[config.mk]
export PLATFORM = sky130hd
export DESIGN_NAME = pwm_fade_sequencer_flat
export DESIGN_NICKNAME = d
export VERILOG_FILES = /design/src/rtl/pwm_fade_sequencer_if.sv /design/src/rtl/pwm_fade_sequencer.sv /design/src/flat_wrapper.sv
export SDC_FILE = /design/constraint.sdc
export NUM_CORES = 1
export LEC_CHECK = 0
export ABC_AREA = 1
export CAP_MARGIN = 5
export CORE_MARGIN = 10
export CORE_UTILIZATION = 50
export DETAILED_ROUTE_END_ITERATION = 16
export PLACE_DENSITY_LB_ADDON = 0.05
export SYNTH_ARGS = -nofsm -noshare
export SYNTH_HDL_FRONTEND = slang
export SYNTH_SLANG_ARGS = --single-unit
[constraint.sdc]
create_clock -name clk -period 10.57 [get_ports clk]
set_clock_uncertainty 0.15 [all_clocks]
set_input_delay 1.057 -clock clk [delete_from_list [all_inputs] [get_ports clk]]
set_output_delay 1.057 -clock clk [all_outputs]
set_load 0.01 [all_outputs]
[src/rtl/pwm_fade_sequencer_if.sv]
// Request/status bundle between the fade controller and its requester / PWM.
// The master drives the fade request; the slave drives PWM settings and status.
interface pwm_fade_sequencer_if;
  logic        start;
  logic        stop;
  logic [15:0] duty_min;
  logic [15:0] duty_max;
  logic [15:0] hold_ticks;
  logic [15:0] duty_cycle;
  logic [15:0] period;
  logic        busy;
  logic [1:0]  phase;
  logic        cycle_done;
  logic        cfg_err;

  modport master (
    output start, stop, duty_min, duty_max, hold_ticks,
    input  duty_cycle, period, busy, phase, cycle_done, cfg_err
  );

  modport slave (
    input  start, stop, duty_min, duty_max, hold_ticks,
    output duty_cycle, period, busy, phase, cycle_done, cfg_err
  );
endinterface

[src/rtl/pwm_fade_sequencer.sv]
// Rise/hold/fall duty-cycle sequencer feeding the shared PWM generator.
// Define PWM_FADE_LOOP_EN to repeat the fade continuously until stop.
module pwm_fade_sequencer #(
  parameter int unsigned CLK_FREQ = 25_000_000,
  parameter int unsigned PWM_FREQ = 500,
  parameter int unsigned STEP_DIV = 256,
  parameter int unsigned STEP     = 1
) (
  input logic                 clk,
  input logic                 rst,
  pwm_fade_sequencer_if.slave bus
);

  localparam logic [15:0] PERIOD = 16'(CLK_FREQ / PWM_FREQ);
  localparam logic [15:0] STEP16 = 16'(STEP);
  localparam logic [16:0] STEP17 = 17'(STEP);
  localparam int unsigned TW     = $clog2(STEP_DIV);
  localparam logic [TW-1:0] TMAX = TW'(STEP_DIV - 1);

  typedef enum logic [1:0] {
    IDLE = 2'd0,
    RISE = 2'd1,
    HOLD = 2'd2,
    FALL = 2'd3
  } state_t;

  state_t        state, state_nxt;
  logic [15:0]   duty, duty_nxt;
  logic [TW-1:0] timer, timer_nxt;
  logic [15:0]   hold_cnt, hold_cnt_nxt;
  logic [15:0]   lo, lo_nxt;
  logic [15:0]   hi, hi_nxt;
  logic [15:0]   hold, hold_nxt;
  logic          cycle_done_q, cycle_done_nxt;
  logic          cfg_err_q, cfg_err_nxt;
  logic          tick;
  logic [15:0]   hi_in;

  assign tick  = (state != IDLE) && (timer == TMAX);
  assign hi_in = (bus.duty_max > PERIOD) ? PERIOD : bus.duty_max;

  always_ff @(posedge clk or posedge rst) begin
    if (rst) begin
      state        <= IDLE;
      duty         <= '0;
      timer        <= '0;
      hold_cnt     <= '0;
      lo           <= '0;
      hi           <= '0;
      hold         <= '0;
      cycle_done_q <= 1'b0;
      cfg_err_q    <= 1'b0;
    end else begin
      state        <= state_nxt;
      duty         <= duty_nxt;
      timer        <= timer_nxt;
      hold_cnt     <= hold_cnt_nxt;
      lo           <= lo_nxt;
      hi           <= hi_nxt;
      hold         <= hold_nxt;
      cycle_done_q <= cycle_done_nxt;
      cfg_err_q    <= cfg_err_nxt;
    end
  end

  always_comb begin
    state_nxt      = state;
    duty_nxt       = duty;
    lo_nxt         = lo;
    hi_nxt         = hi;
    hold_nxt       = hold;
    hold_cnt_nxt   = hold_cnt;
    timer_nxt      = timer;
    cycle_done_nxt = 1'b0;
    cfg_err_nxt    = 1'b0;

    if (bus.stop) begin
      duty_nxt  = '0;
      state_nxt = IDLE;
    end else begin
      unique case (state)
        IDLE: begin
          if (bus.start) begin
            lo_nxt   = bus.duty_min;
            hi_nxt   = hi_in;
            hold_nxt = bus.hold_ticks;
            if (hi_in <= bus.duty_min) begin
              cfg_err_nxt = 1'b1;
            end else begin
              duty_nxt  = bus.duty_min;
              state_nxt = RISE;
            end
          end
        end
        RISE: begin
          if (tick) begin
            if (({1'b0, duty} + STEP17) >= {1'b0, hi}) begin
              duty_nxt  = hi;
              state_nxt = HOLD;
            end else begin
              duty_nxt = duty + STEP16;
            end
          end
        end
        HOLD: begin
          if (hold == '0) begin
            state_nxt = FALL;
          end else if (tick) begin
            if (hold_cnt == hold - 16'd1) state_nxt = FALL;
            else                          hold_cnt_nxt = hold_cnt + 16'd1;
          end
        end
        FALL: begin
          if (tick) begin
            if ({1'b0, duty} <= ({1'b0, lo} + STEP17)) begin
              duty_nxt       = lo;
              cycle_done_nxt = 1'b1;
`ifdef PWM_FADE_LOOP_EN
              state_nxt = RISE;
`else
              state_nxt = IDLE;
`endif
            end else begin
              duty_nxt = duty - STEP16;
            end
          end
        end
        default: state_nxt = IDLE;
      endcase
    end

    // Every state entry (including FALL->RISE in loop mode) restarts step timing.
    if (state_nxt != state) begin
      timer_nxt    = '0;
      hold_cnt_nxt = '0;
    end else if (state != IDLE) begin
      timer_nxt = tick ? '0 : timer + TW'(1);
    end
  end

  assign bus.duty_cycle = duty;
  assign bus.period     = PERIOD;
  assign bus.busy       = (state != IDLE);
  assign bus.phase      = state;
  assign bus.cycle_done = cycle_done_q;
  assign bus.cfg_err    = cfg_err_q;

endmodule

[src/flat_wrapper.sv]
// flat-port wrapper written by rule: the top's interface ports become plain ports
module pwm_fade_sequencer_flat 
#(
  parameter int unsigned CLK_FREQ = 25_000_000,
  parameter int unsigned PWM_FREQ = 500,
  parameter int unsigned STEP_DIV = 256,
  parameter int unsigned STEP     = 1
)
  (clk, rst, bus_start, bus_stop, bus_duty_min, bus_duty_max, bus_hold_ticks, bus_duty_cycle, bus_period, bus_busy, bus_phase, bus_cycle_done, bus_cfg_err);
  pwm_fade_sequencer_if bus_i ();
  input logic clk;
  input logic rst;
  input wire logic [$bits(bus_i.start)-1:0] bus_start;
  input wire logic [$bits(bus_i.stop)-1:0] bus_stop;
  input wire logic [$bits(bus_i.duty_min)-1:0] bus_duty_min;
  input wire logic [$bits(bus_i.duty_max)-1:0] bus_duty_max;
  input wire logic [$bits(bus_i.hold_ticks)-1:0] bus_hold_ticks;
  output wire logic [$bits(bus_i.duty_cycle)-1:0] bus_duty_cycle;
  output wire logic [$bits(bus_i.period)-1:0] bus_period;
  output wire logic [$bits(bus_i.busy)-1:0] bus_busy;
  output wire logic [$bits(bus_i.phase)-1:0] bus_phase;
  output wire logic [$bits(bus_i.cycle_done)-1:0] bus_cycle_done;
  output wire logic [$bits(bus_i.cfg_err)-1:0] bus_cfg_err;
  assign bus_i.start = bus_start;
  assign bus_i.stop = bus_stop;
  assign bus_i.duty_min = bus_duty_min;
  assign bus_i.duty_max = bus_duty_max;
  assign bus_i.hold_ticks = bus_hold_ticks;
  assign bus_duty_cycle = bus_i.duty_cycle;
  assign bus_period = bus_i.period;
  assign bus_busy = bus_i.busy;
  assign bus_phase = bus_i.phase;
  assign bus_cycle_done = bus_i.cycle_done;
  assign bus_cfg_err = bus_i.cfg_err;
  pwm_fade_sequencer #(.CLK_FREQ(CLK_FREQ), .PWM_FREQ(PWM_FREQ), .STEP_DIV(STEP_DIV), .STEP(STEP)) u_core (.clk(clk), .rst(rst), .bus(bus_i));
endmodule
[Word-level counts from Yosys, hierarchy flattened]
Cells that the tools add are included.
Storage, ports and cells
  word-level logic and storage cells: 82
  output and inout port bits: 37
  bits of input ports: 52
  flip-flop bits (word level): 92
Cells by class
  bitwise logic cells: 1
  add/sub/neg operators: 7
  equal/unequal tests: 13
  $lt $le $gt $ge: 4
  multiplexer cells: 37
  reduce and logical (&&, ||, !) cells: 11
Operators by type and width (number)
  $mux 16: 14
  $pmux 16 s3: 1
  $add 16x1->17 const B: 2
  $add 16x1->16 const B: 2
  $sub 16x1->16 const B: 2
  $mux 8: 3
  $mux 2: 10
  $ge 17x16->1: 1
  $le 16x17->1: 1
  $eq 16x16->1: 1
  $gt 16x16->1 const B: 1
  $le 16x16->1: 1
  $logic_not 16->1: 1
  $reduce_and 5->1: 2
  $add 8x1->8 const B: 1
  $eq 8x8->1 const B: 1
  $mux 1: 8
  $pmux 2 s4: 1
  $reduce_bool 2->1: 4
  $ne 3x2->1 const B: 2
  $ne 3x3->1 const B: 2
  $eq 2x2->1 const B: 2
  $ne 2x2->1 const B: 2
  $reduce_bool 4->1: 1
  7 further kinds: 7

[Depth between registers and ports, before layout]
Gate-level depths: netlist (run 1).
  word-level depth: 10
  gate-level depth with buffers: 28
  mapped depth without buffers: 27

[Least setup slack after synthesis (run 1)]
No wires, ideal clock.
  path type: input to register
  start: input port bus_duty_max[11]
  end: register u_core.timer[0]
  buffers on the path: 1
  data arrival time: 3.529 ns
  data required time: 10.292 ns
  setup slack: 6.763 ns
  setup time: 0.128 ns
  stages: 21
  cell sequence: inv_1 > nand2_1 > nor4_1 > nand3_1 > nand2_1 > clkinv_1 > nor2_1 > ha_1 > a21oi_1 > a21boi_0 > o21bai_1 > nand2_1 > o2111ai_1 > and2_1 > nand2_1 > nand2_1 > nand2_2 > nand2_2 > nand3_4 > buf_12 > nor2_4
Between the ends
  cells in the longest elaborated chain, start to end: 9
  elaborated cells between the ends (all ways): 10
  classes of those cells: order compare: 2; eq/ne: 1; mux: 6; reduce/logical: 1
RTL lines
  start: declaration: RTL line flat_wrapper.sv:16  | input wire logic [$bits(bus_i.duty_max)-1:0] bus_duty_max;
  $gt 16x16->1 *: RTL line pwm_fade_sequencer.sv:40  | assign hi_in = (bus.duty_max > PERIOD) ? PERIOD : bus.duty_max;
  $mux 16 *: RTL line pwm_fade_sequencer.sv:40
  named net u_core.hi_in[3]: RTL line pwm_fade_sequencer.sv:37  | logic [15:0] hi_in;
  $le 16x16->1 *: RTL line pwm_fade_sequencer.sv:87  | if (hi_in <= bus.duty_min) begin
  $mux 2 *: RTL line pwm_fade_sequencer.sv:87
  $mux 2 *: RTL line pwm_fade_sequencer.sv:83  | if (bus.start) begin
  $pmux 2 s4 *: RTL line pwm_fade_sequencer.sv:81  | unique case (state)
  $mux 2 *: RTL line pwm_fade_sequencer.sv:77  | if (bus.stop) begin
  $ne 2x2->1 *: RTL line pwm_fade_sequencer.sv:133  | if (state_nxt != state) begin
  $mux 8 / $reduce_bool 2->1 (equally long branches)
  end signal: assignment: RTL line pwm_fade_sequencer.sv:56  | timer <= timer_nxt;
  end: declaration: RTL line pwm_fade_sequencer.sv:29  | logic [TW-1:0] timer, timer_nxt;
Mark *: on every way through the listed nets, which the timed path passes. The rest lies on a longest branch.
A chain may end at the register's enable or synchronous reset.

[Worst setup path in the final report (run 1)]
  start: input port bus_duty_max[15]
  end: register u_core.timer[3]
The elaborated chain is that of the path after synthesis.

==> flow_summary.ini, run 1 <==
[clocking]
htree_levels = 3
cts.sinks = 92
cts_hold_buf = 0
postCtsSetupBuffers = 0
clk_path_buf_depth = 2
cts_resized = 0
clock_latency_ns = 0.36
cts.reportedPaths.clkPinSlew_ns = 0.07
cts_tree = done
cts_buffers = 9
clockRootBuffer = clkbuf_16

[routing]
routed_wl_mm = 20.98
ant_nets = 0
routedWlPerCell_um = 14.98
drt_iter0_markers = 652
post_drt_via_cell_ratio = 5.158
vias = 7226
drcViolationCount = 0
drtPass1Iterations = 5

[timing]
timing.slew.headroom = 0.4603
setup_viol = 0
fin_tns_setup_ns = 0
whs_ns = 0.3570
worstMarginPinSlew_ns = 0.8066
layout_min_cycle_time_ns = 4.812
fmax_ghz = 0.2078
final_max_slew_viol_count = 0
fin_crit_sh = 0.4553
grt_setup_unrepaired = no
hold_violations = 0

[worst_setup_path]
r2r_setup_slack_ns = 6.04
critPathMaxFanout = 24
crit_required_ns = 10.69
crit_start = bus_duty_max[15]
arrival_ns = 4.93
r2r-end = u_core.timer[3]
crit_type = input pin to flop
ff2ff_path_depth = 25
end_kind = flop
endpoint = u_core.timer[3]
r2r-start = u_core.bus.duty_cycle[2]
start_kind = input pin

[min_path]
hp-class = flop to flop
hold_depth = 2

[pwr]
comb_power_share = 0.484
switching_share = 0.4697
p_seq_frac = 0.322
power_density_nw_per_um2 = 186.5
pwr-share-clk = 0.194
intPower_uw = 887.6
leakage_uw = 0.004280
p_switching_uw = 786.2
peakVddDrop_uv = 88.15

[logic_synthesis]
synth_compound_area_frac = 0.1214
synth-edff-count = 0
synth_xor_area_frac = 0.06093
yosys.area_share.simple = 0.3256
ys_seq_elements = 92
synth_cell_types = 49
netlist_area_um2 = 7885
post_synth_inst_count = 1131
async_reset_ff_frac = 1.000
synth_top_family_by_area = simple AND/OR/NAND/NOR gates
yosysWarnings = 0
syn_avg_cell_area_um2 = 6.972
yosysSeqAreaShare = 0.2920
synth_fa_ha_area_frac = 0.08569
synth_mux_area_frac = 0
synth_ff_type = dfrtp_1

[grt]
grt_pass1_vias = 6413
grt_remaining_overflow = 0
grt_start_max_net_pins = 61
antenna_found_initial = 0
grt_usage = 0.1930
grt_pass1_wl_mm = 33.72

[finish]
n_antenna_cell = 0
nFillCells = 1511
nNetsFinal = 1291
final_layout_size_suffix_gt1_frac = 0.06723
final_area_um2 = 8976
multi_input_area_um2 = 4741
final-seq-area_um2 = 2302
syn_to_final_growth_pct = 13.84
final_common_cell = nand2_1
postLayoutCoreUtil = 0.5861
final_cell_mix = nand2_1, inv_1, o21ai_0

[floorplanning]
die_h_um = 145.6
rows = 45
die_area_um2 = 21190
die_width_um = 145.6
num_io_pins = 89
initial_core_util = 0.5149
core_um2 = 15310

[outcome]
outcome = completed

[placement]
portBuffers = 72
place_congestion = 0.8714
dp_hpwl_mm = 16.78
place_area_um2 = 8676

[flow_run]
maxCapViolations = 0
## worst min-delay path by stage
stage / startpoint / endpoint
floorplan: u_core.lo[9] / u_core.lo[9]
global placement: u_core.lo[9] / u_core.lo[9]
detailed placement: u_core.lo[5] / u_core.lo[5]
CTS: u_core.lo[5] / u_core.lo[5]
global route: u_core.lo[5] / u_core.lo[5]
finish: u_core.lo[9] / u_core.lo[9]
## Yosys cell counts, types with 21 or more instances
master	n	share of area
nand4_1	25	0.020
dfrtp_1	92	0.29
a21oi_1	35	0.022
nor2_1	89	0.042
clkbuf_1	21	0.010
inv_1	161	0.077
nand3_1	65	0.041
xor2_1	41	0.046
nor2_4	27	0.039
ha_1	54	0.086
o21ai_0	98	0.062
nand2_1	285	0.14
## power by group through the flow
stage / clock (uW) / sequential [uW] / combinational, uW
finish: 325 / 539 / 810
floorplan: 0 / 509 / 641
CTS: 332 / 535 / 811
global route: 345 / 552 / 928
global placement: 0 / 541 / 798
detailed placement: 0 / 542 / 805
## state kept, by name, indices dropped and copies added, names as in the netlist
register / cells
u_core.timer: 8
u_core.hold_cnt: 16
u_core.lo: 16
u_core.hold: 16
u_core.bus.duty_cycle: 16
u_core.hi: 16
u_core.bus.phase: 2
u_core.bus.cfg_err: 1
u_core.bus.cycle_done: 1
## critical path, stage by stage
cell and delay [ns]:
clkdlybuf4s50_1 0.51, nand2_1 0.06, inv_1 0.07, nand3_1 0.06, nor4_1 0.25, nand3_1 0.11, nand2_1 0.18, clkinv_1 0.24
nor2_1 0.22, ha_1 0.27, a21oi_1 0.15, o21ai_0 0.10, o21bai_1 0.16, nand2_1 0.06, o2111ai_1 0.16, and2_1 0.21
nand2_1 0.06, nand2_1 0.07, nand3_1 0.13, nand3_4 0.51, nor2_1 0.26
## final cells by class
cell class | instances | area share
inverters | 164 | 0.06886
multi-input cells | 842 | 0.5282
well taps | 211 | 0.02941
clock buffers | 9 | 0.02509
repair buffers | 76 | 0.08364
clock inverters | 7 | 0.008364
flip-flops and latches | 92 | 0.2565
## through the flow
stage | std cells | total power [uW] | worst slack [ns]
floorplan | 1145 | 1151 | 6.763
detailed placement | 1385 | 1347 | 5.341
global route | 1401 | 1825 | 5.128
CTS | 1401 | 1679 | 5.711
global placement | 1385 | 1339 | 5.502
finish | 1401 | 1674 | 5.758
## routing by layer
layer  track usage  up-vias  wire length (um)
met1        0.2996     3237             10850
met3       0.05154       14              1844
met4       0.04146        0               184
met5             0        -                 0
li1              -     3721                 -
met2        0.2548      254              8110
## cells by family (layout without fill, tap and decap cells)
kind of cell | count (synthesis) | after routing
other | 2 | 16
AND/OR/NAND/NOR | 546 | 546
buffers and inverters | 211 | 256
AO/OA/AOI/OAI | 172 | 172
adder cells (fa/ha/maj) | 54 | 54
flip-flops | 92 | 92
XOR/XNOR | 54 | 54
Note: power is estimated with default switching activity, not from simulation.
==> inputs of run 2 (changes only) <==
- clock period: 10.57 -> 4.1 ns (I/O delays scaled with it)
==> flow_summary.ini, run 2 (synthesis results as in run 1) <==
[finish]
syn_to_final_growth_pct = 17.19
postLayoutCoreUtil = 0.6034
nFillCells = 1510
final_cell_mix = nand2_1, inv_1, o21ai_0
final_area_um2 = 9240
multi_input_area_um2 = 4771
final-seq-area_um2 = 2302
nNetsFinal = 1315
n_antenna_cell = 0
final_layout_size_suffix_gt1_frac = 0.08979
final_common_cell = nand2_1

[pwr]
pwr-share-clk = 0.191
p_switching_uw = 2078
power_density_nw_per_um2 = 485.7
intPower_uw = 2410
comb_power_share = 0.506
leakage_uw = 0.004432
switching_share = 0.4630
p_seq_frac = 0.303
peakVddDrop_uv = 259.2
power_uw = 4488

[min_path]
hp-class = flop to flop

[timing]
fin_crit_sh = 0.9113
worstMarginPinSlew_ns = 0.8715
worst_slack_ns = 0.3638
fmax_ghz = 0.2676
final_max_slew_viol_count = 0
timing.slew.headroom = 0.4190
setup_viol = 0
hold_violations = 0
layout_min_cycle_time_ns = 3.736
grt_setup_unrepaired = no
fin_tns_setup_ns = 0

[floorplanning]
die_area_um2 = 21190
num_io_pins = 89
die_width_um = 145.6
core_um2 = 15310
initial_core_util = 0.5149
rows = 45
die_h_um = 145.6

[worst_setup_path]
critPathMaxFanout = 9
end_kind = flop
crit_type = flop to flop
arrival_ns = 3.88
crit_required_ns = 4.25
start_kind = flop

[clocking]
cts_hold_buf = 0
clock_latency_ns = 0.36
clk_path_buf_depth = 2
clockRootBuffer = clkbuf_16
cts.sinks = 92
cts_buffers = 9
cts.reportedPaths.clkPinSlew_ns = 0.08
cts_tree = done
htree_levels = 3

[grt]
grt_start_max_net_pins = 70
grt_pass1_wl_mm = 34.96
grt_remaining_overflow = 0
antenna_found_initial = 0
grt_usage = 0.1990
grt_pass1_vias = 6689

[routing]
routedWlPerCell_um = 14.92
vias = 7312
ant_nets = 0
routed_wl_mm = 21.26
drt_iter0_markers = 640
post_drt_via_cell_ratio = 5.131
drtPass1Iterations = 5
drcViolationCount = 0

[outcome]
outcome = completed

[flow_run]
maxCapViolations = 0

[placement]
dp_hpwl_mm = 17.14
place_congestion = 0.8938
place_area_um2 = 8906
portBuffers = 72
pre_cts_slack_ns = -0.09827
-- run 2: power groups by stage --
stage | clock network, uW | registers (uW) | logic, uW
floorplan | 0 | 1310 | 1650
global placement | 0 | 1370 | 2230
detailed placement | 0 | 1370 | 2250
CTS | 865 | 1360 | 2260
global route | 903 | 1390 | 2600
finish | 857 | 1360 | 2270
-- run 2: stage by stage --
| step | hold WS [ns] | std cells |
|---|---|---|
| 2_1_floorplan | 0.3030 | 1145 |
| 3_3_place_gp | 0.3150 | 1409 |
| 3_5_place_dp | 0.3236 | 1409 |
| 4_1_cts | 0.3407 | 1425 |
| 5_1_grt | 0.3756 | 1425 |
| 6_report | 0.3449 | 1425 |
-- run 2: layer usage --
layer | part of all wire | up-vias | wire (um) | GRT usage
met5 | 0 | - | 0 | 0
met4 | 0.011 | 0 | 234 | 0.04904
met3 | 0.084 | 16 | 1786 | 0.04657
met2 | 0.38 | 244 | 8078 | 0.2683
met1 | 0.52 | 3282 | 11160 | 0.3058
li1 | - | 3770 | - | -
-- run 2: area by class of cell --
type	count	share of cell area
timing repair buffer	100	0.1062
multi-input combinational	842	0.5163
clock inverter	7	0.008125
inverter	164	0.06730
sequential	92	0.2492
tap	211	0.02857
clock buffer	9	0.02437
-- run 2: what timing repair did --
| item | in CTS | in global routing |
|---|---|---|
| setup buffers | 0 | 0 |
| endpoints found under the hold margin | 0 | 0 |
| gates resized for setup | 0 | 7 |
| setup endpoints to repair | 0 | 39 |
-- run 2: worst max-delay path: stages (launching register included) --
cell	delay (ns)
dfrtp_1	0.35
inv_1	0.09
nor3_4	0.24
nand3_1	0.14
nor2_1	0.16
nand2_1	0.11
nor2_2	0.14
xor2_1	0.23
inv_1	0.07
ha_1	0.30
nand2_1	0.06
nor2_1	0.13
nand3_1	0.11
inv_1	0.07
nand2_1	0.05
nand2_1	0.06
nand2_1	0.05
nand2_1	0.06
nand2_1	0.08
nand2_4	0.14
a21oi_2	0.10
nor2_4	0.15
xor2_2	0.19
nand3_4	0.17
buf_12	0.20
nor2_1	0.09
-- run 2: worst paths after layout --
path                       depth (start not counted)  slack [ns]               endpoint                     start
setup reg to reg                                  25        0.36        u_core.timer[4]  u_core.bus.duty_cycle[1]
min in group asynchronous                          2        0.45  u_core.bus.cycle_done                       rst
max in group asynchronous                          3        2.62           u_core.lo[8]                       rst
hold reg to reg                                    2        0.34           u_core.lo[9]              u_core.lo[9]
hold / removal                                     2        0.34           u_core.lo[9]              u_core.lo[9]
setup / recovery                                  25        0.36        u_core.timer[4]  u_core.bus.duty_cycle[1]
==> inputs of run 3 (changes only) <==
- CORE_UTILIZATION: 50 -> 52
==> flow_summary.ini, run 3 (synthesis results as in run 1) <==
[outcome]
outcome = completed

[clocking]
clock_latency_ns = 0.36
cts.reportedPaths.clkPinSlew_ns = 0.08
cts_buffers = 9
htree_levels = 3
cts_tree = done
clk_path_buf_depth = 2
cts.sinks = 92
clockRootBuffer = clkbuf_16

[min_path]
min_to = u_core.lo[9]
hold_depth = 2
hold_path_startpoint = u_core.lo[9]
hp-class = flop to flop

[timing]
fmax_ghz = 0.2712
hold_violations = 0
fin_crit_sh = 0.8995
setup_viol = 0
worst_slack_ns = 0.4122
worstMarginPinSlew_ns = 0.7742
final_max_slew_viol_count = 0
timing.slew.headroom = 0.4838
whs_ns = 0.3514
fin_tns_setup_ns = 0
layout_min_cycle_time_ns = 3.688

[grt]
use_met1 = 0.3199
grt_pass1_wl_mm = 34.58
grt_usage = 0.2118
grt_start_max_net_pins = 63
global_route.peak_usage_layer = met1
use_met3 = 0.05539
met2_usage = 0.2844
antenna_found_initial = 0
grt_pass1_vias = 6623
grt_remaining_overflow = 0

[placement]
pre_cts_slack_ns = 0.03572
portBuffers = 72
dp_hpwl_mm = 17.16
place_congestion = 0.8808
place_area_um2 = 8850

[finish]
final_cell_mix = nand2_1, inv_1, o21ai_0
final_layout_size_suffix_gt1_frac = 0.09442
final_common_cell = nand2_1
final_area_um2 = 9233
postLayoutCoreUtil = 0.6281
nNetsFinal = 1319
syn_to_final_growth_pct = 17.09
n_antenna_cell = 0

[worst_setup_path]
start_kind = input pin
crit_start = bus_duty_max[14]
r2r-start = u_core.bus.duty_cycle[1]
crit_type = input pin to flop
arrival_ns = 3.79
ff2ff_path_depth = 25
r2r-end = u_core.timer[3]
end_kind = flop
critPathMaxFanout = 9
crit_required_ns = 4.20
r2r_setup_slack_ns = 0.42

[pwr]
intPower_uw = 2437
peakVddDrop_uv = 221.6
leakage_uw = 0.004437
pwr-share-clk = 0.189
p_switching_uw = 2094
power_density_nw_per_um2 = 490.7
comb_power_share = 0.513
switching_share = 0.4622
p_seq_frac = 0.299

[routing]
drcViolationCount = 0
drt_iter0_markers = 618
routedWlPerCell_um = 15.22
post_drt_via_cell_ratio = 5.267
routed_wl_mm = 21.33
drtPass1Iterations = 6
ant_nets = 0
vias = 7384

[floorplanning]
core_um2 = 14700
rows = 44
die_area_um2 = 20490
initial_core_util = 0.5364
die_h_um = 143.1
die_width_um = 143.1
num_io_pins = 89

[flow_run]
maxCapViolations = 0
[run 3: cell types whose count changed in the layout (fill, tap and decap cells not counted), sizes merged]
| cell | change |
|---|---|
| buf | +4 |
[run 3: worst max-delay path, stage by stage]
cell and delay, ns:
clkdlybuf4s50_1 0.48, nand2_1 0.06, inv_1 0.06, nand3_1 0.06
nor4_1 0.27, nand3_1 0.11, nand2_1 0.10, clkinv_1 0.20
nor2_1 0.22, ha_1 0.29, a21oi_1 0.17, o21ai_0 0.10
o21bai_1 0.15, nand2_1 0.06, o2111ai_1 0.19, and2_1 0.23
nand2_1 0.06, nand2_1 0.07, nand2_2 0.10, nand2_2 0.06
nand3_4 0.11, buf_12 0.17, nor2_1 0.05
[run 3: final cells by class]
type | count | area (um2)
timing repair buffer | 104 | 1011
fill | 1399 | 5466
sequential | 92 | 2302
multi-input combinational | 842 | 4767
clock buffer | 9 | 225.2
tap | 184 | 230.2
clock inverter | 7 | 75.07
inverter | 164 | 621.8
[run 3: worst max path at each step]
stage | endpoint | cells past startpoint
2_1_floorplan | u_core.timer[1] | 28
3_3_place_gp | u_core.timer[5] | 23
3_5_place_dp | u_core.timer[3] | 23
4_1_cts | u_core.bus.duty_cycle[2] | 25
5_1_grt | u_core.timer[3] | 22
6_report | u_core.timer[3] | 23
[run 3: per-stage QoR]
stage	std cells	power (uW)
6_report	1402	4531
5_1_grt	1402	4921
4_1_cts	1395	4468
3_5_place_dp	1379	3603
3_3_place_gp	1379	3574
2_1_floorplan	1145	2966
[run 3: what timing repair did]
action,CTS,global route
buffers inserted,0,7
hold buffers,0,0
resized for setup,0,7
setup endpoints to repair,0,40
[run 3: per-layer routing]
metal  up-vias  wire length [um]
met5         -                 0
met4         0               282
met3        22              2161
met2       282              8256
met1      3303             10630
li1       3777                 -
[run 3: power by group through the flow]
stage | clock network [uW] | logic, uW | registers [uW]
global route | 904 | 2630 | 1390
CTS | 861 | 2260 | 1350
floorplan | 0 | 1650 | 1310
detailed placement | 0 | 2240 | 1360
finish | 854 | 2320 | 1350
global placement | 0 | 2220 | 1360
